File: src/rtl/rv32_mod_mem_arbiter.sv
// rtl/rv32_mod_mem_arbiter.sv - fetch/data arbiter for the core's single memory/IO bus
//
// Purpose: grants one of two requesters (I = instruction fetch, D = load/store)
// onto a registered single-outstanding bus. Contention is resolved data-first
// with round-robin fairness.
//
// Optional watchdog: define RV32_MEM_ARB_TIMEOUT_EN to fail a transaction with
// an error ack after TIMEOUT_CYCLES cycles without bus_ack.
//
// Ports:
//   clk, rstn                      clock, asynchronous active-low reset
//   i_req/i_addr                   fetch request (read only)
//   i_ack/i_rdata/i_err            fetch completion pulse, data, error
//   d_req/d_we/d_addr/d_wdata/d_be data request
//   d_ack/d_rdata/d_err            data completion pulse, data, error
//   bus_req/bus_we/bus_addr/bus_wdata/bus_be   registered bus request fields
//   bus_ack/bus_rdata/bus_err      slave completion pulse, read data, error

module rv32_mod_mem_arbiter #(
  parameter int ADDR_W         = 32,
  parameter int DATA_W         = 32,
  parameter int TIMEOUT_CYCLES = 255
) (
  input  logic                clk,
  input  logic                rstn,

  input  logic                i_req,
  input  logic [ADDR_W-1:0]   i_addr,
  output logic                i_ack,
  output logic [DATA_W-1:0]   i_rdata,
  output logic                i_err,

  input  logic                d_req,
  input  logic                d_we,
  input  logic [ADDR_W-1:0]   d_addr,
  input  logic [DATA_W-1:0]   d_wdata,
  input  logic [DATA_W/8-1:0] d_be,
  output logic                d_ack,
  output logic [DATA_W-1:0]   d_rdata,
  output logic                d_err,

  output logic                bus_req,
  output logic                bus_we,
  output logic [ADDR_W-1:0]   bus_addr,
  output logic [DATA_W-1:0]   bus_wdata,
  output logic [DATA_W/8-1:0] bus_be,
  input  logic                bus_ack,
  input  logic [DATA_W-1:0]   bus_rdata,
  input  logic                bus_err
);

  localparam int BE_W = DATA_W / 8;

  typedef enum logic [1:0] {
    IDLE   = 2'd0,
    BUSY_I = 2'd1,
    BUSY_D = 2'd2
  } state_t;

  state_t state;
  state_t state_nxt;

  // 1 = D was granted last, 0 = I was granted last (reset value).
  logic last_grant_d;
  logic grant_i;
  logic grant_d;
  logic busy;
  logic timeout_hit;
  logic done;

  assign busy = (state == BUSY_I) || (state == BUSY_D);
  assign done = busy && (bus_ack || timeout_hit);

`ifdef RV32_MEM_ARB_TIMEOUT_EN
  localparam int WD_W = (TIMEOUT_CYCLES > 255) ? 16 : 8;

  logic [WD_W-1:0] wd_cnt;

  // A bus_ack in the same cycle as the limit wins: normal completion.
  assign timeout_hit = busy && !bus_ack && (wd_cnt == WD_W'(TIMEOUT_CYCLES));

  always_ff @(posedge clk or negedge rstn) begin
    if (!rstn) begin
      wd_cnt <= '0;
    end else if (grant_i || grant_d) begin
      wd_cnt <= '0;
    end else if (busy && !bus_ack && !timeout_hit) begin
      wd_cnt <= wd_cnt + 1'b1;
    end
  end
`else
  // Watchdog compiled out; the parameter is referenced only so both builds
  // share one parameter list without an unused-parameter warning.
  assign timeout_hit = 1'b0 & (TIMEOUT_CYCLES < 0);
`endif

  // Next-state and grant decision. Grants are only evaluated in IDLE; on
  // contention the port that did not win last time is chosen.
  always_comb begin
    state_nxt = state;
    grant_i   = 1'b0;
    grant_d   = 1'b0;
    case (state)
      IDLE: begin
        if (d_req && (!i_req || !last_grant_d)) begin
          grant_d   = 1'b1;
          state_nxt = BUSY_D;
        end else if (i_req) begin
          grant_i   = 1'b1;
          state_nxt = BUSY_I;
        end
      end
      BUSY_I, BUSY_D: begin
        if (bus_ack || timeout_hit) begin
          state_nxt = IDLE;
        end
      end
      default: state_nxt = IDLE;
    endcase
  end

  always_ff @(posedge clk or negedge rstn) begin
    if (!rstn) begin
      state <= IDLE;
    end else begin
      state <= state_nxt;
    end
  end

  // Bus request registers and round-robin pointer.
  always_ff @(posedge clk or negedge rstn) begin
    if (!rstn) begin
      last_grant_d <= 1'b0;
      bus_req      <= 1'b0;
      bus_we       <= 1'b0;
      bus_addr     <= '0;
      bus_wdata    <= '0;
      bus_be       <= '0;
    end else if (grant_d) begin
      last_grant_d <= 1'b1;
      bus_req      <= 1'b1;
      bus_we       <= d_we;
      bus_addr     <= d_addr;
      bus_wdata    <= d_wdata;
      bus_be       <= d_be;
    end else if (grant_i) begin
      last_grant_d <= 1'b0;
      bus_req      <= 1'b1;
      bus_we       <= 1'b0;
      bus_addr     <= i_addr;
      bus_wdata    <= '0;
      bus_be       <= {BE_W{1'b1}};
    end else if (done) begin
      bus_req      <= 1'b0;
    end
  end

  // Completion is forwarded combinationally to the granted port only; read
  // data is zero whenever the port is not being acked or on a timeout.
  always_comb begin
    i_ack   = 1'b0;
    i_rdata = '0;
    i_err   = 1'b0;
    d_ack   = 1'b0;
    d_rdata = '0;
    d_err   = 1'b0;
    if (state == BUSY_I) begin
      i_ack = bus_ack || timeout_hit;
      if (bus_ack) begin
        i_rdata = bus_rdata;
        i_err   = bus_err;
      end else begin
        i_err   = timeout_hit;
      end
    end else if (state == BUSY_D) begin
      d_ack = bus_ack || timeout_hit;
      if (bus_ack) begin
        d_rdata = bus_rdata;
        d_err   = bus_err;
      end else begin
        d_err   = timeout_hit;
      end
    end
  end

endmodule

File: config.mk
export PLATFORM = sky130hd
export DESIGN_NAME = rv32_mod_mem_arbiter
export DESIGN_NICKNAME = d
export VERILOG_FILES = /design/src/rtl/rv32_mod_mem_arbiter.sv
export SDC_FILE = /design/constraint.sdc
export NUM_CORES = 1
export LEC_CHECK = 0
export CAP_MARGIN = 20
export CORE_MARGIN = 1.5
export CORE_UTILIZATION = 30
export DETAILED_ROUTE_END_ITERATION = 16
export PLACE_DENSITY = 0.78
export SETUP_SLACK_MARGIN = 0.4
export SLEW_MARGIN = 20
export SYNTH_ARGS = -nofsm -noshare
export SYNTH_HDL_FRONTEND = slang
export SYNTH_SLANG_ARGS = --single-unit
File: constraint.sdc
create_clock -name clk -period 1.5 [get_ports clk]
set_input_delay 0.3 -clock clk [delete_from_list [all_inputs] [get_ports clk]]
set_output_delay 0.3 -clock clk [all_outputs]
set_load 0.03 [all_outputs]
# Yosys cells after proc, flatten, opt, wreduce, memory -nomap -nowiden
# Index checks and enable logic that the tools add are counted.
dict set report word_totals {
  register_bits 73
  latch_bits 0
  ram_bits 0
  rom_bits 0
  input_bits 139
  elab_cells 54
  memories 0
}
dict set report classes {
  addsub 0
  n_mul 0
  n_div 0
  n_lt_le_gt_ge 0
  n_eq_ne 4
  shift 0
  mux 32
  bitwise 0
  n_reduce_logical 11
}
# cell count
set ops {}
lappend ops {{two-way mux 32 bit} 8}
lappend ops {{two-way mux 1 bit} 18}
lappend ops {{two-way mux 4 bit} 2}
lappend ops {{two-way mux 2 bit} 3}
lappend ops {{case mux 2 bit (2 select lines)} 1}
lappend ops {{inequality test 3 bit, second input constant} 1}
lappend ops {{nonzero test 3 bit} 1}
lappend ops {{equality test 2 x 1 -> 1 bit, second input constant} 1}
lappend ops {{equality test 2 bit, second input constant} 1}
lappend ops {{logical AND 1 bit} 2}
lappend ops {{zero test 1 bit} 2}
lappend ops {{zero test 2 bit} 1}
lappend ops {{logical OR 1 bit} 2}
lappend ops {{inequality test 2 bit, second input constant} 1}
lappend ops {{AND reduction 2 bit} 1}
lappend ops {{nonzero test 2 bit} 1}
lappend ops {{OR reduction 2 bit} 1}

# Longest topological paths before layout
dict set report depth {
  depth_word 7
  depth_mapped 7
  depth_no_buf 5
}

# Worst setup path before layout
# No wires, ideal clock.
dict set report synth_timing {
  path_type {flip-flop to output port}
  from {reg state[1]}
  to {out d_rdata[22]}
  t_arrival_ns 1.492
  required_ns 1.200
  path_slack_ns -0.292
  path_stages_with_launch 6
  path_buffers 1
  cell_sequence {dfrtp_1 -> inv_1 -> ha_1 -> and3b_1 -> buf_2 -> and2_1}
}
dict set report synth_between {
  elab_chain_len 3
  elab_cells_between_ends 4
  classes_between {eq/ne: 2; mux: 2}
}
# element line
set synth_lines {}
lappend synth_lines {{from (decl)} 60} ;# state_t state;
lappend synth_lines {{from (signal assigned)} 126} ;# state <= state_nxt;
lappend synth_lines {{equality test 2 bit} 175} ;# end else if (state == BUSY_D) begin
lappend synth_lines {{two-way mux 32 bit} 175}
lappend synth_lines {{two-way mux 32 bit (*)} 167} ;# if (state == BUSY_I) begin
lappend synth_lines {{to (decl)} 39} ;# output logic [DATA_W-1:0] d_rdata,
# Mark *: on every way between the ends. The rest lies on a longest branch, timed or not.

# Final worst setup path
dict set report layout_timing {
  from {reg state[0]}
  to {out d_rdata[31]}
}
# The elaborated chain is that of the path after synthesis.

==> impl_metrics.ini <==
[status]
run_status = finished, violations left
violations_in_the_final_reports = negative setup slack

[critical_path]
critPathMaxFanout = 18
flop_to_flop_setup_slack_ns = -0.43
r2r-start = state[1]$_DFFE_PN0P_
criticalPathCategory = flip-flop to output pin
start_kind = flip-flop
critical_path_arrival_ns = 1.65
timing.critical_path.from = state[0]$_DFFE_PN0P_
end_kind = output pin
worstPathRequired_ns = 1.20

[logic_synthesis]
synth_top_area_share_pct = 53.5
yosysUniqueCellTypes = 23
netlist_area_sq_um = 3410
synth-warning-count = 0
netlist_top_cells_area = sky130_fd_sc_hd__dfrtp_1, sky130_fd_sc_hd__a22o_1, sky130_fd_sc_hd__o221a_2
sequential_element_share_of_the_synthesized_area_pct = 53.5
ys_seq_elements = 73
yosysTopAreaCell = sky130_fd_sc_hd__dfrtp_1
syn-instance-count = 293
mappedNetlistNets = 435
avgSynthCellArea_sq_um = 11.7

[global_route]
grt_start_max_net_pins = 74
antenna_found_initial = 0
grt_pass1_vias = 4199
overflow = 0
globalRouteTotalUtil_pct = 25.7
global_route_wire_length_before_repair_um = 22900

[cts]
cts_tree = yes
clock_sink_count = 73
ctsHoldBuffers = 0
maximum_clock_insertion_buffer_count = 2
tritoncts.num_buffers = 9
root_buffer = sky130_fd_sc_hd__clkbuf_16
worst_skew_pair.late_latency_ns = 0.33
clock_tree.htree_level_count = 3
clk_transition_reported_paths_ns = 0.06

[sta]
setup-violations-final = 141
count_of_final_max_slew_check_failures = 0
final.min_clock_period_ns = 1.95
slew_at_the_pin_with_the_worst_max_slew_slack_ns = 0.412
skew_ns = 0.00719
layout_worst_path_cycle_share_pct = 130
grt_setup_unrepaired = yes
setup_slack_ns = -0.447
fmax_ghz = 0.514
max-slew-margin-rel_pct = 72.4
hold_viol = 0

[drt]
detail_route.wl_per_cell_um = 20.6
via_per_inst = 5.14
detail_route.first_pass.iterations = 4
post-route-drc-count = 0
via_count = 4053
drt-initial-drc-count = 186
final_antenna_net_count = 0
route.final.wire_length_um = 16300

[finish]
layout-area-overhead-vs-synth_pct = 155
final_net_count = 786
utilization_pct = 79.2
mostFrequentLayoutCells = sky130_fd_sc_hd__buf_6, sky130_fd_sc_hd__clkdlybuf4s50_1, sky130_fd_sc_hd__dfrtp_1, sky130_fd_sc_hd__buf_4
final_design_area_no_fill_sq_um = 8700
n_fill_cell = 624
antenna_cells = 0
mostFrequentLayoutCell = sky130_fd_sc_hd__buf_6
layout-drive-gt1-share_pct = 54.9

[place]
placement.io_buffers = 276
postPlaceCellArea_sq_um = 6600
hpwlAfterDp_um = 9350
gpl_wtd_cong = 0.778

[power]
max_rail_drop_vdd_mv = 1.35
power.leakage_nw = 3.90
power_density_nw_per_um2 = 2100

[floorplanning]
ioPinCount = 277
coreArea_sq_um = 11000
chipHeight_um = 110
start_util_pct = 31.1
chipWidth_um = 110
design.die.area_sq_um = 12000
std_cell_rows = 38

[worst_hold_path]
hold_class = primary input to asynchronous set/reset pin

[job]
drv.max_cap_violation_count = 0
==> synth_stat cells <==
master and n:
sky130_fd_sc_hd__buf_2 11, sky130_fd_sc_hd__ha_1 3, sky130_fd_sc_hd__clkbuf_2 1, sky130_fd_sc_hd__o22ai_1 2, sky130_fd_sc_hd__o211ai_2 1, sky130_fd_sc_hd__o221a_2 20
sky130_fd_sc_hd__nand2_1 6, sky130_fd_sc_hd__o21ai_1 1, sky130_fd_sc_hd__and2_1 34, sky130_fd_sc_hd__clkbuf_1 12, sky130_fd_sc_hd__and3_1 34, sky130_fd_sc_hd__o21a_1 1
sky130_fd_sc_hd__nand2b_1 32, sky130_fd_sc_hd__inv_1 4, sky130_fd_sc_hd__a22o_1 33, sky130_fd_sc_hd__o22a_1 4, sky130_fd_sc_hd__buf_4 4, sky130_fd_sc_hd__dfrtp_1 73
sky130_fd_sc_hd__nor2b_1 1, sky130_fd_sc_hd__nand3_1 1, sky130_fd_sc_hd__a21oi_1 2, sky130_fd_sc_hd__and3b_1 1, sky130_fd_sc_hd__o221a_1 12
==> routing by layer <==
layer,global-route usage [%],vias to the layer above,share of wire [%]
met5,0,-,0
met4,12.1,0,2.8
met3,7.17,33,8.1
met2,46.1,237,53
met1,27.8,1976,36
li1,-,1807,-
==> kinds of logic (layout without fill, tap and decap cells) <==
logic type | count (synthesis) | in the layout | synth area share (%)
flops | 73 | 73 | 53.5
compound gates | 76 | 76 | 21.4
simple gates | 109 | 109 | 19.6
fa+ha+maj | 3 | 3 | 1.10
buf+inv | 32 | 388 | 4.40
==> worst paths after layout <==
check / endpoint / depth (start not counted)
min in group clk: bus_wdata[12]$_DFFE_PN0P_ / 1
max in group asynchronous: bus_addr[2]$_DFFE_PN0P_ / 2
setup reg to reg: bus_wdata[7]$_DFFE_PN0P_ / 12
hold reg to reg: bus_wdata[12]$_DFFE_PN0P_ / 1
hold / removal: bus_wdata[7]$_DFFE_PN0P_ / 2
setup / recovery: d_rdata[31] / 6
==> final cells by class <==
cell class,count,area (sq um),area share [%]
Clock inverter,5,56.3,0.647
Timing Repair Buffer,368,4380,50.3
Multi-Input combinational cell,188,2010,23.2
Sequential cell,73,1830,21.0
Clock buffer,11,233,2.67
Inverter,4,15.0,0.173
Tap cell,140,175,2.01
==> sequential cells by signal (all words and copies together), names as in the netlist <==
signal and flops:
bus_addr 32, bus_be 4, bus_req 1, bus_wdata 32, bus_we 1, last_grant_d 1
state 2
==> power breakdown <==
| part | leakage (nW) | total (mW) | switching, mW | internal (mW) |
|---|---|---|---|---|
| clock | 0.139 | 2.11 | 0.822 | 1.29 |
| sequential | 0.868 | 3.74 | 0.786 | 2.96 |
| combinational | 2.89 | 12.4 | 5.50 | 6.90 |
| total | 3.90 | 18.3 | 7.11 | 11.1 |
==> stage by stage <==
stage                     cells  setup WS [ns]  power, mW  TNS, ns  hold slack [ns]
after floorplan             293        -0.0138       8.23   -0.328          0.00441
after global placement      702         -0.298       11.6   -24.60            0.358
after detailed placement    702         -0.319       11.7   -27.93            0.377
after CTS                   767         -0.449       17.2   -49.26           0.0170
after global routing        789         -0.515       19.0   -58.59           0.0341
final                       789         -0.447       18.3   -50.79          0.00322
==> repair_timing <==
action,4_1_cts,5_1_grt
setup endpoints to repair,211,211
cloned,18,6
setup buffers,31,16
pin swaps,9,35
endpoints found under the hold margin,0,0
gates resized for setup,636,17
==> critical path, cell delays in order (launching register included) <==
cell,delay (ns)
sky130_fd_sc_hd__dfrtp_1,0.40
sky130_fd_sc_hd__inv_2,0.06
sky130_fd_sc_hd__ha_1,0.19
sky130_fd_sc_hd__and3b_2,0.24
sky130_fd_sc_hd__buf_12,0.16
sky130_fd_sc_hd__and2_4,0.16
sky130_fd_sc_hd__buf_6,0.13
Note: power is estimated with default switching activity, not from simulation.
